## src/rtl/clock_divider.sv

```systemverilog
// Divides clk by system_freq/required_freq with a 50% duty output; odd ratios combine
// a rising-edge register with a falling-edge copy to gain the extra half period.
module clock_divider #(
   parameter int unsigned system_freq   = 100_000_000,
   parameter int unsigned required_freq = 50_000
) (
   input  logic clk,
   input  logic reset,
   output logic out
);

   localparam int unsigned Div  = system_freq / required_freq;
   localparam int unsigned CntW = $clog2(Div) + 1;

   localparam logic [CntW-1:0] CntOne = CntW'(1);

   generate
      if (Div < 2) begin : gen_bad_ratio
         $fatal(1, "clock_divider: system_freq=%0d required_freq=%0d gives divide ratio below 2",
                system_freq, required_freq);
         assign out = 1'b0;
      end else if (Div % 2 == 0) begin : gen_even
         localparam logic [CntW-1:0] CntLast = CntW'(Div / 2 - 1);

         logic [CntW-1:0] cnt_q, cnt_d;
         logic            tgl_q, tgl_d;

         always_comb begin
            cnt_d = cnt_q + CntOne;
            tgl_d = tgl_q;
            if (cnt_q == CntLast) begin
               cnt_d = '0;
               tgl_d = ~tgl_q;
            end
         end

         always_ff @(posedge clk or negedge reset) begin
            if (!reset) begin
               cnt_q <= '0;
               tgl_q <= 1'b0;
            end else begin
               cnt_q <= cnt_d;
               tgl_q <= tgl_d;
            end
         end

         assign out = tgl_q;
      end else begin : gen_odd
         localparam logic [CntW-1:0] CntLast = CntW'(Div - 1);
         localparam logic [CntW-1:0] PHigh   = CntW'((Div - 1) / 2);

         logic [CntW-1:0] cnt_q, cnt_d;
         logic            p_q, p_d;
         logic            n_q;

         always_comb begin
            cnt_d = (cnt_q == CntLast) ? '0 : cnt_q + CntOne;
            // p is high for (Div-1)/2 full cycles; n stretches it by half a cycle
            p_d   = (cnt_q < PHigh);
         end

         always_ff @(posedge clk or negedge reset) begin
            if (!reset) begin
               cnt_q <= '0;
               p_q   <= 1'b0;
            end else begin
               cnt_q <= cnt_d;
               p_q   <= p_d;
            end
         end

         always_ff @(negedge clk or negedge reset) begin
            if (!reset) begin
               n_q <= 1'b0;
            end else begin
               n_q <= p_q;
            end
         end

         assign out = p_q | n_q;
      end
   endgenerate

endmodule

```

## config.mk

```make
export PLATFORM = sky130hd
export DESIGN_NAME = clock_divider
export DESIGN_NICKNAME = d
export VERILOG_FILES = /design/src/rtl/clock_divider.sv
export SDC_FILE = /design/constraint.sdc
export NUM_CORES = 1
export LEC_CHECK = 0
export ABC_AREA = 1
export CORE_MARGIN = 4
export CORE_UTILIZATION = 35
export DETAILED_ROUTE_END_ITERATION = 10
export PLACE_DENSITY = 0.54
export SYNTH_ARGS = -nofsm -noshare
export SYNTH_HDL_FRONTEND = slang
export SYNTH_SLANG_ARGS = --single-unit
```

## constraint.sdc

```tcl
create_clock -name clk -period 1.2 [get_ports clk]
set_input_delay 0.12 -clock clk [delete_from_list [all_inputs] [get_ports clk]]
set_output_delay 0.12 -clock clk [all_outputs]
set_load 0.1 [all_outputs]
```

======== After elaboration in Yosys (flattened, before gate mapping) ========
Index checks and enable logic that the tools add are counted.
word-level totals
  register bits ........................... 13
  word-level logic and storage cells ...... 6
cells by class
  $add $sub $neg .......................... 1
  eq/ne operators ......................... 1
  multiplexer cells ....................... 1
  bitwise logic cells ..................... 1
operators by type and width
  kind                   number
  $add 12x1->12 const B  1
  $eq 12x10->1 const B   1
  $mux 12                1
  $not 1->1              1

======== Logic depth before layout (Yosys ltp) ========
Gate-level depths: netlist of the first run.
  word-level depth ........................ 2
  depth in mapped cells ................... 7
  depth with buffers taken out ............ 7

======== Least setup slack after synthesis of the first run ========
Ideal clock, no wire load.
  path type ............................... register to register
  start ................................... register gen_even.tgl_q (netlist: out)
  end ..................................... register gen_even.tgl_q (netlist: out)
  setup time .............................. 122 ps
  data arrival time ....................... 1160 ps
  data required time ...................... 1078 ps
  path slack .............................. -82 ps
  stages on the path, launching flop included .. 4
  path buffers ............................ 0
  path through ............................ dfrtp_1 inv_1 nand4_1 nand2_1
between the ends
  longest elaborated chain between the ends .. 1
ends and longest elaborated chain
  item                      RTL line  source
  start: declaration        26        logic tgl_q, tgl_d;
  start signal: assignment  43        tgl_q <= tgl_d;
  $not 1->1                 33        tgl_d = ~tgl_q;
No other way between the ends.
A chain may end at the register's enable or synchronous reset.

======== Worst setup path in the final report of the first run ========
  start ................................... register gen_even.cnt_q[1]
  end ..................................... register gen_even.cnt_q[5]
between the ends
  longest elaborated chain between the ends .. 2
ends and longest elaborated chain
  item                                           RTL line  source
  start: declaration                             25        logic [CntW-1:0] cnt_q, cnt_d;
  start signal: assignment                       42        cnt_q <= cnt_d;
  $add 12x1->12 or $eq 12x10->1 (tied branches)  29, 31
  $mux 12 *                                      31        if (cnt_q == CntLast) begin
  net gen_even.cnt_d[5]                          25
The timed path passes the listed nets; every way through them passes the cells marked *.

==> run_results.csv, run 1 <==
group,metric,value,unit
status,status,"finished, final reports clean",
timing,min_period,1.174,ns
synthesis,yosysTopAreaCellShare,47.53,%
critical_path,cp_max_fo,3,
power_and_ir_drop,peakVddDrop,415.8,uV
clocking,hold_buffers,0,
critical_path,endpoint_kind,"flop",
detailed_routing,drc,0,
timing,fmax,0.8518,GHz
clocking,cts_root_buffer,"clkbuf_4",
layout,areaGrowthSynthToFinish,42.23,%
die,die_width,52.22,um
grt,grt_pass1_wl,2.428,mm
clocking,cts_num_sinks,13,
synthesis,ys_warn_count,0,
die,initial_core_util,38.39,%
placed_design,portBuffers,2,
clocking,cts_buffers,3,
layout,fin_nets,117,
critical_path,start_kind,"flop",
job,drv_cap,0,
synthesis,synth-seq-cells,13,
power_and_ir_drop,power.leakage,0.0005236,uW
timing,setup_violations,0,
grt,grt_util_all_layers,12.11,%
timing,final_hold_viol_count,0,
critical_path,cp_slowest_cell,"dfrtp_1",
timing,rsz0062_at_grt,"yes",
timing,slew_violations,0,
min_path,hold_path.class,"input pin to asynchronous set/reset pin",
critical_path,cp.required,1.37,ns
layout,fin_cells,138,
grt,grt_max_degree,14,
die,io_pins,3,
layout,final_common_cell,"nand2_1",
synthesis,synth_nets,95,
critical_path,path_class,"flop to flop",
placed_design,gp_congestion,0.7529,
critical_path,path_delay_family,"flip-flops",
grt,antenna_found_initial,0,
layout,final_cell_mix,"nand2_1, inv_1, dfrtp_1, buf_4, nor2_1",
grt,grt_pass1_vias,594,
critical_path,critPathMaxStageDelay,0.42,ns
die,rows,15,
synthesis,synth_area_leaders,"dfrtp_1, nand2_1, inv_1",
critical_path,path_buf_inv,1,
synthesis,syn_area,684.4,um^2
clocking,insertion_delay,0.28,ns
synthesis,synth_cell_type_count,15,
timing,tightestPinTransition,0.2333,ns
die,fp.dieArea,2727,um^2
grt,gr-total-overflow,0,
critical_path,r2r_cells,7,
detailed_routing,drt-total-wl,1.488,mm
detailed_routing,vias,612,
clocking,htree_num_levels,1,
timing,whs,0.1447,ns
synthesis,synth.yosys.seq_area_share,47.53,%
critical_path,crit_chain,"ha_4 -> nand2_4 -> nor2_4 -> buf_4 -> nand3_1 -> nand2_1 -> nor2_1",
critical_path,regToRegSetupSlack,0.03,ns
clocking,cts_buffer_depth,2,
layout,drive_above_1_share,30.97,%
timing,slew_headroom,84.45,%
placed_design,numPlacedInstances,129,
layout,fill_cells,161,
die,coreArea,1783,um^2
timing,period_share,97.83,%
detailed_routing,wire_per_inst,10.78,um
synthesis,synth_area_per_cell,7.439,um^2
layout,antenna_cells,0,
timing,fin_skew,0.007218,ns
die,die_y,52.22,um
clocking,clk_pin_slew,0.08,ns
detailed_routing,drt-initial-drc-count,9,
synthesis,synthCells,92,
critical_path,cp_data_arrival_time,1.35,ns
placed_design,dp_slack,-0.04068,ns
placed_design,hpwlAfterDp,988.7,um
power_and_ir_drop,p_per_area,740.3,nW/um^2
detailed_routing,ant_nets,0,
critical_path,r2r-start,"gen_even.cnt_q[1]",
synthesis,synth_top_cell_by_area,"dfrtp_1",
detailed_routing,first_pass_iters,4,
clocking,cts_tree,"built",
timing,fin_ws,0.02601,ns
detailed_routing,vias_per_cell,4.435,
critical_path,r2r_end,"gen_even.cnt_q[5]",
## synthesized netlist by cell type, drive strengths merged
master  count
nand4       3
nand2      28
nor3        1
ha          1
a31oi       1
xor2        1
inv        17
o21bai      1
dfrtp      13
nand3       9
nor2       17
## final cells by class
type | instances | area [um^2] | area share (%)
Clock buffer | 4 | 26.28 | 2.699
Inverter | 17 | 63.81 | 6.555
Multi-Input combinational cell | 63 | 379.1 | 38.95
Sequential cell | 13 | 326.6 | 33.55
Tap cell | 25 | 31.28 | 3.213
Timing Repair Buffer | 16 | 146.4 | 15.04
## how the worst max path moves through the flow
| stage | startpoint | end | depth (start not counted) |
|---|---|---|---|
| 5_1_grt | gen_even.cnt_q[1] | gen_even.cnt_q[4] | 6 |
| 3_3_place_gp | gen_even.cnt_q[1] | gen_even.cnt_q[9] | 6 |
| 2_1_floorplan | gen_even.cnt_q[0] | out | 6 |
| 6_report | gen_even.cnt_q[1] | gen_even.cnt_q[5] | 7 |
| 3_5_place_dp | gen_even.cnt_q[1] | gen_even.cnt_q[9] | 6 |
| 4_1_cts | gen_even.cnt_q[0] | gen_even.cnt_q[5] | 7 |
## power by group
group / leakage (uW) / total [uW] / switching (uW) / internal (uW)
combinational: 0.000343 / 13.8 / 8.81 / 5.01
sequential: 0.000166 / 438 / 0 / 438
clock: 0.0000150 / 269 / 140 / 129
## per-stage QoR
stage / cell area, um^2 / utilization, % / power [uW] / TNS (ns)
after detailed placement: 822.0 / 46.11 / 461.0 / -0.1926
after global placement: 822.0 / 46.11 / 461.2 / 0
final: 973.4 / 54.60 / 720.6 / 0
after CTS: 865.8 / 48.56 / 737.0 / 0
after global routing: 973.4 / 54.60 / 759.3 / -0.1480
after floorplan: 685.7 / - / 446.5 / 0
## registers in the layout, indices dropped and copies added, names as in the netlist
signal and count:
out 1, gen_even.cnt_q 12
## layer usage
layer  global-route usage (%)  part of all wire (%)
met5                        0                     0
met1                    14.77                    48
met2                    19.87                    47
met3                    5.128                   3.2
met4                    2.553                  0.81
## cells by family (layout without fill, tap and decap cells)
group	after synthesis	after routing	synth area share (%)
AND/OR/NAND/NOR	58	59	38.03
XOR/XNOR	1	1	1.280
buffers and inverters	17	37	9.323
AO/OA/AOI/OAI	2	2	2.012
adder cells (fa/ha/maj)	1	1	1.828
flip-flops	13	13	47.53
## what timing repair did
action / CTS / global route
setup buffers: 1 / 3
resized for setup: 2 / 19
cloned: 0 / 1
pin swaps: 1 / 7
setup endpoints to repair: 11 / 12
Note: power is estimated with default switching activity, not from simulation.
==> run 2, diff against run 1 <==
--- a/config.mk
+++ b/config.mk
@@ -9,6 +9,7 @@
 export CORE_MARGIN = 4
 export CORE_UTILIZATION = 35
 export DETAILED_ROUTE_END_ITERATION = 10
+export HOLD_SLACK_MARGIN = 0.02
 export PLACE_DENSITY = 0.54
 export SYNTH_ARGS = -nofsm -noshare
 export SYNTH_HDL_FRONTEND = slang
==> results of run 2 <==
Final layout, timing and power as in run 1 (identical DEF).
==> run 3, diff against run 2 <==
--- a/config.mk
+++ b/config.mk
@@ -6,11 +6,12 @@
 export NUM_CORES = 1
 export LEC_CHECK = 0
 export ABC_AREA = 1
-export CORE_MARGIN = 4
+export CORE_MARGIN = 2
 export CORE_UTILIZATION = 35
 export DETAILED_ROUTE_END_ITERATION = 10
 export HOLD_SLACK_MARGIN = 0.02
-export PLACE_DENSITY = 0.54
+export PLACE_DENSITY_LB_ADDON = 0.05
+export SKIP_CTS_REPAIR_TIMING = 1
 export SYNTH_ARGS = -nofsm -noshare
 export SYNTH_HDL_FRONTEND = slang
 export SYNTH_SLANG_ARGS = --single-unit
==> run 3 against run 2 <==
Hold slack gained 0.0036 ns. Wire length up 3.6%. Clock power up 2%. Global-route usage rose by 2.4 points. Die area fell by 15%.
==> run_results.csv, run 3 (synthesis gave the netlist of run 1 again) <==
group,metric,value,unit
status,status,"finished, final reports clean",
detailed_routing,drt-total-wl,1.542,mm
die,die_y,48.22,um
grt,grt_max_degree,14,
placed_design,gp_congestion,0.7534,
critical_path,cp_data_arrival_time,1.33,ns
critical_path,path_delay_family,"flip-flops",
timing,timing.setup.tns,0,ns
clocking,cts_buffers,3,
detailed_routing,vias_per_cell,4.515,
placed_design,dp_slack,-0.05268,ns
grt,antenna_found_initial,0,
power_and_ir_drop,power,725.1,uW
placed_design,numPlacedInstances,127,
timing,fin_ws,0.04114,ns
critical_path,r2r_cells,7,
die,initial_core_util,38.39,%
timing,tightestPinTransition,0.2718,ns
timing,period_share,96.57,%
critical_path,critPathMaxStageDelay,0.36,ns
placed_design,hpwlAfterDp,1.008,mm
clocking,cts_num_sinks,13,
clocking,htree_num_levels,1,
layout,fin_nets,113,
timing,final_hold_viol_count,0,
grt,grt_util_met3,3.333,%
die,fp.dieArea,2325,um^2
clocking,clk_pin_slew,0.08,ns
timing,fmax,0.8629,GHz
power_and_ir_drop,p_int,571.3,uW
timing,rsz0062_at_grt,"yes",
clocking,cts_root_buffer,"clkbuf_4",
critical_path,cp.depth,7,
grt,grt_pass1_vias,494,
layout,fill_cells,183,
critical_path,cp_max_fo,3,
die,coreArea,1783,um^2
grt,grt_use_met1,20.09,%
detailed_routing,wire_per_inst,11.51,um
power_and_ir_drop,p_per_area,778.9,nW/um^2
die,rows,15,
critical_path,cp_slowest_cell,"dfrtp_1",
layout,final_util,52.21,%
detailed_routing,drc,0,
clocking,cts_tree,"built",
power_and_ir_drop,peakVddDrop,628.9,uV
layout,final_cell_mix,"nand2_1, inv_1, dfrtp_1, nor2_1",
critical_path,start_kind,"flop",
power_and_ir_drop,comb_power_share,1.9,%
clocking,insertion_delay,0.27,ns
power_and_ir_drop,power_frac_seq,60.3,%
layout,top_register,"gen_even.cnt_q",
timing,fin_skew,0.0006768,ns
critical_path,path_class,"flop to flop",
layout,areaGrowthSynthToFinish,36.01,%
power_and_ir_drop,switchingPower,153.8,uW
die,die_width,48.22,um
grt,grt.busiest_layer,"met2",
power_and_ir_drop,p_clk_share,37.7,%
layout,largest_reg_flops,12,
detailed_routing,first_pass_iters,4,
critical_path,path_buf_inv,1,
placed_design,portBuffers,2,
detailed_routing,vias,605,
min_path,hold_path.class,"input pin to asynchronous set/reset pin",
grt,grt_pass1_wl,2.297,mm
grt,grt_util_all_layers,14.47,%
layout,area.sequential,326.6,um^2
power_and_ir_drop,power.leakage,0.0004823,uW
layout,drive_above_1_share,28.44,%
layout,antenna_cells,0,
layout,fin_cells,134,
job,drv_cap,0,
detailed_routing,ant_nets,0,
grt,gr-total-overflow,0,
critical_path,crit_chain,"ha_2 -> nand2_4 -> nor2_4 -> buf_6 -> nand3_2 -> nand2_1 -> nor2_1",
grt,use_met2,22.11,%
timing,min_period,1.159,ns
critical_path,endpoint_kind,"flop",
detailed_routing,drt-initial-drc-count,6,
power_and_ir_drop,swShare,21.21,%
die,io_pins,3,
critical_path,cp.required,1.37,ns
timing,slew_violations,0,
layout,multi_input_area,366.6,um^2
timing,setup_violations,0,
layout,final_common_cell,"nand2_1",
timing,slew_headroom,81.78,%
clocking,cts_buffer_depth,2,
-- run 3: cell type report --
class                   instances  share of cell area [%]
clock buffers                   4                   2.823
inverters                      17                   6.855
multi-input cells              63                   39.38
flip-flops and latches         13                   35.08
well taps                      25                   3.360
repair buffers                 12                   12.50
-- run 3: per-layer routing --
layer	vias up	share of wire (%)
li1	321	-
met1	277	47
met2	5	51
met3	2	2.1
met4	0	0.52
met5	-	0
-- run 3: worst register-to-register path: cells and delay by family, from the launching register on --
family / cells / cell delay [ns]
and+or+nand+nor: 5 / 0.36
adders and majority gates: 1 / 0.21
DFF: 1 / 0.36
buffers and inverters: 1 / 0.12
-- run 3: path summary, 6_finish.rpt --
kind / start / endpoint / slack, ns
max reg2reg: gen_even.cnt_q[1] / gen_even.cnt_q[5] / 0.04
min in group clk: gen_even.cnt_q[8] / gen_even.cnt_q[8] / 0.50
min: reset / gen_even.cnt_q[5] / 0.15
max: gen_even.cnt_q[1] / gen_even.cnt_q[5] / 0.04
max in group asynchronous: reset / out / 0.87
min reg2reg: gen_even.cnt_q[8] / gen_even.cnt_q[8] / 0.50
-- run 3: per-stage QoR --
stage | cell area, um^2 | hold slack [ns]
final | 930.9 | 0.1483
after CTS | 833.3 | 0.1517
after floorplan | 685.7 | -0.1756
after global routing | 930.9 | 0.1617
after global placement | 807.0 | 0.4509
after detailed placement | 807.0 | 0.4450
-- run 3: power groups by stage --
| stage | sequential (uW) | clock (uW) | combinational (uW) |
|---|---|---|---|
| 2_1_floorplan | 446 | 0 | 0.000219 |
| 3_3_place_gp | 446 | 0 | 15.2 |
| 3_5_place_dp | 446 | 0 | 15.0 |
| 4_1_cts | 438 | 289 | 15.1 |
| 5_1_grt | 438 | 309 | 16.3 |
| 6_report | 438 | 274 | 14.0 |
==> variant, RTL diff (config.mk and constraints of run 2) <==
Change the parameter `system_freq` from 100_000_000 to 25_000_000.
--- a/src/rtl/clock_divider.sv
+++ b/src/rtl/clock_divider.sv
@@ -2,5 +2,5 @@
 // a rising-edge register with a falling-edge copy to gain the extra half period.
 module clock_divider #(
-   parameter int unsigned system_freq   = 100_000_000,
+   parameter int unsigned system_freq   = 25_000_000,
    parameter int unsigned required_freq = 50_000
 ) (
Check against the original RTL: no difference found for any inputs over 10 cycles, from zero or initial values and one cycle with reset low; that may be too few to reach the edited logic, so the function may still have changed.
==> variant against run 2 <==
Design area fell by 18%; sequential power is 16% lower; critical endpoint is now gen_even.cnt_q[4]$_DFF_PN0_; via count is 19% lower; routed wire length down 17%; first-iteration DRC count unchanged; sequential cell count fell by 2; largest power group unchanged; worst setup slack gained 0.017 ns; power decreased by 11%; combinational power down 7%; synthesized cell count fell by 7.6%; synthesized area fell by 4.0%; critical path type unchanged; highest routed layer unchanged.
==> variant: results (changes against run 2) <==
* Worst R2R Setup Slack at 0.04 ns (was 0.03 ns)
* Slowest Stage Delay on Critical Path at 0.45 ns (was 0.42 ns)
* Register area share after synthesis at 41.9% (was 47.5%)
* Vias in the first global route at 489 (was 594)
* First-pass GRT wire length at 2090 um (was 2430 um)
* Vias at 498 (was 612)
* Peak VDD IR at 463 uV (was 416 uV)
* Compound-Gate Fraction of Synth Area at 1.90% (was 2.01%)
* Slew @ Worst Pin at 0.258 ns (was 0.233 ns)
* Largest net degree at the start of global routing at 12 (was 14)
* Share of the clock period used by the worst path at 96.4% (was 97.8%)
* CP arrival at 1.32 ns (was 1.35 ns)
* Share of layout cells above drive strength 1 at 33.3% (was 31.0%)
* Synth top area cells: dfrtp_1 (42%), nand2_1 (15%), inv_1 (9.7%) (was dfrtp_1 (48%), nand2_1 (15%), inv_1 (9.3%))
* Gr usage total at 11.1% (was 12.1%)
* Max reg flops at 10 (was 12)
* Slowest CP cell: dfrtp_2 (was dfrtp_1)
* Area share of fa/ha/maj cells after synthesis at 3.81% (was 1.83%)
* Net count after synthesis at 89 (was 95)
* Worst Setup EP: gen_even.cnt_q[4]$_DFF_PN0_ (was gen_even.cnt_q[5]$_DFF_PN0_)
* DP HPWL at 839 um (was 989 um)
* Fill cells at 184 (was 161)
* Layout net count at 98 (was 117)
* Post-Synth XOR/XNOR Area at 1.33% (was 1.28%)
* Top post-synthesis cells by count: nand2_1 (26), inv_1 (17), dfrtp_1 (11) (was nand2_1 (27), inv_1 (17), dfrtp_1 (13), nor2_1 (13), nand3_1 (8))
* Status: completed (unchanged)
* Routed wire per std cell at 10.4 um (was 10.8 um)
variant: how the worst min path moves through the flow:
stage / startpoint / endpoint / slack, ns / cells after the start
after floorplan: reset / gen_even.cnt_q[0]$_DFF_PN0_ / -0.18 / 0
after global placement: reset / out$_DFFE_PN0N_ / 0.44 / 2
after detailed placement: reset / gen_even.cnt_q[4]$_DFF_PN0_ / 0.44 / 2
after CTS: reset / gen_even.cnt_q[9]$_DFF_PN0_ / 0.15 / 2
after global routing: reset / gen_even.cnt_q[4]$_DFF_PN0_ / 0.17 / 2
final: reset / gen_even.cnt_q[9]$_DFF_PN0_ / 0.15 / 2
variant: repair_timing:
item,CTS,global route
resized for setup,0,11
setup endpoints to repair,5,10
setup buffers,0,1
pin swaps,1,2
variant: critical path, delay by kind of cell (launching register included):
family	cells	cell delay, ns
adder cells (fa/ha/maj)	1	0.12
buffers and inverters	3	0.22
flip-flops	1	0.45
AND/OR/NAND/NOR	3	0.25
variant: power by group:
part | switching, W | internal [W] | total [W]
sequential | 0 | 0.000370 | 0.000370
clock | 0.000130 | 0.000129 | 0.000259
combinational | 0.00000781 | 0.00000502 | 0.0000128
total | 0.000138 | 0.000504 | 0.000642
variant: kinds of logic (layout without fill, tap and decap cells):
logic type      count (synthesis)  count (layout)
xor+xnor                        1               1
simple gates                   51              51
fa+ha+maj                       2               2
buf+inv                        18              26
flops                          11              11
compound gates                  2               2
variant: metrics by stage:
stage          hold WS (ns)  cell area, um^2  setup TNS (ns)  instances
2_1_floorplan        -0.176              658               0         85
3_3_place_gp          0.439              727         -0.0363        113
3_5_place_dp          0.444              727        -0.00325        113
4_1_cts               0.147              753               0        117
5_1_grt               0.168              798          -0.225        118
6_report              0.148              798               0        118
variant: cell type report:
| class | count | area (um^2) | share of cell area, % |
|---|---|---|---|
| Clock buffer | 4 | 26.3 | 3.29 |
| Tap cell | 25 | 31.3 | 3.92 |
| Sequential cell | 11 | 279 | 35.0 |
| Multi-Input combinational cell | 56 | 344 | 43.1 |
| Inverter | 18 | 72.6 | 9.09 |
| Timing Repair Buffer | 4 | 45.0 | 5.64 |
variant: metal layers:
metal	routed length, um	up-vias	GRT usage (%)
met1	553	221	13.6
li1	-	264	-
met3	47	4	2.62
met4	33	0	7.86
met2	594	9	17.0
met5	0	-	0
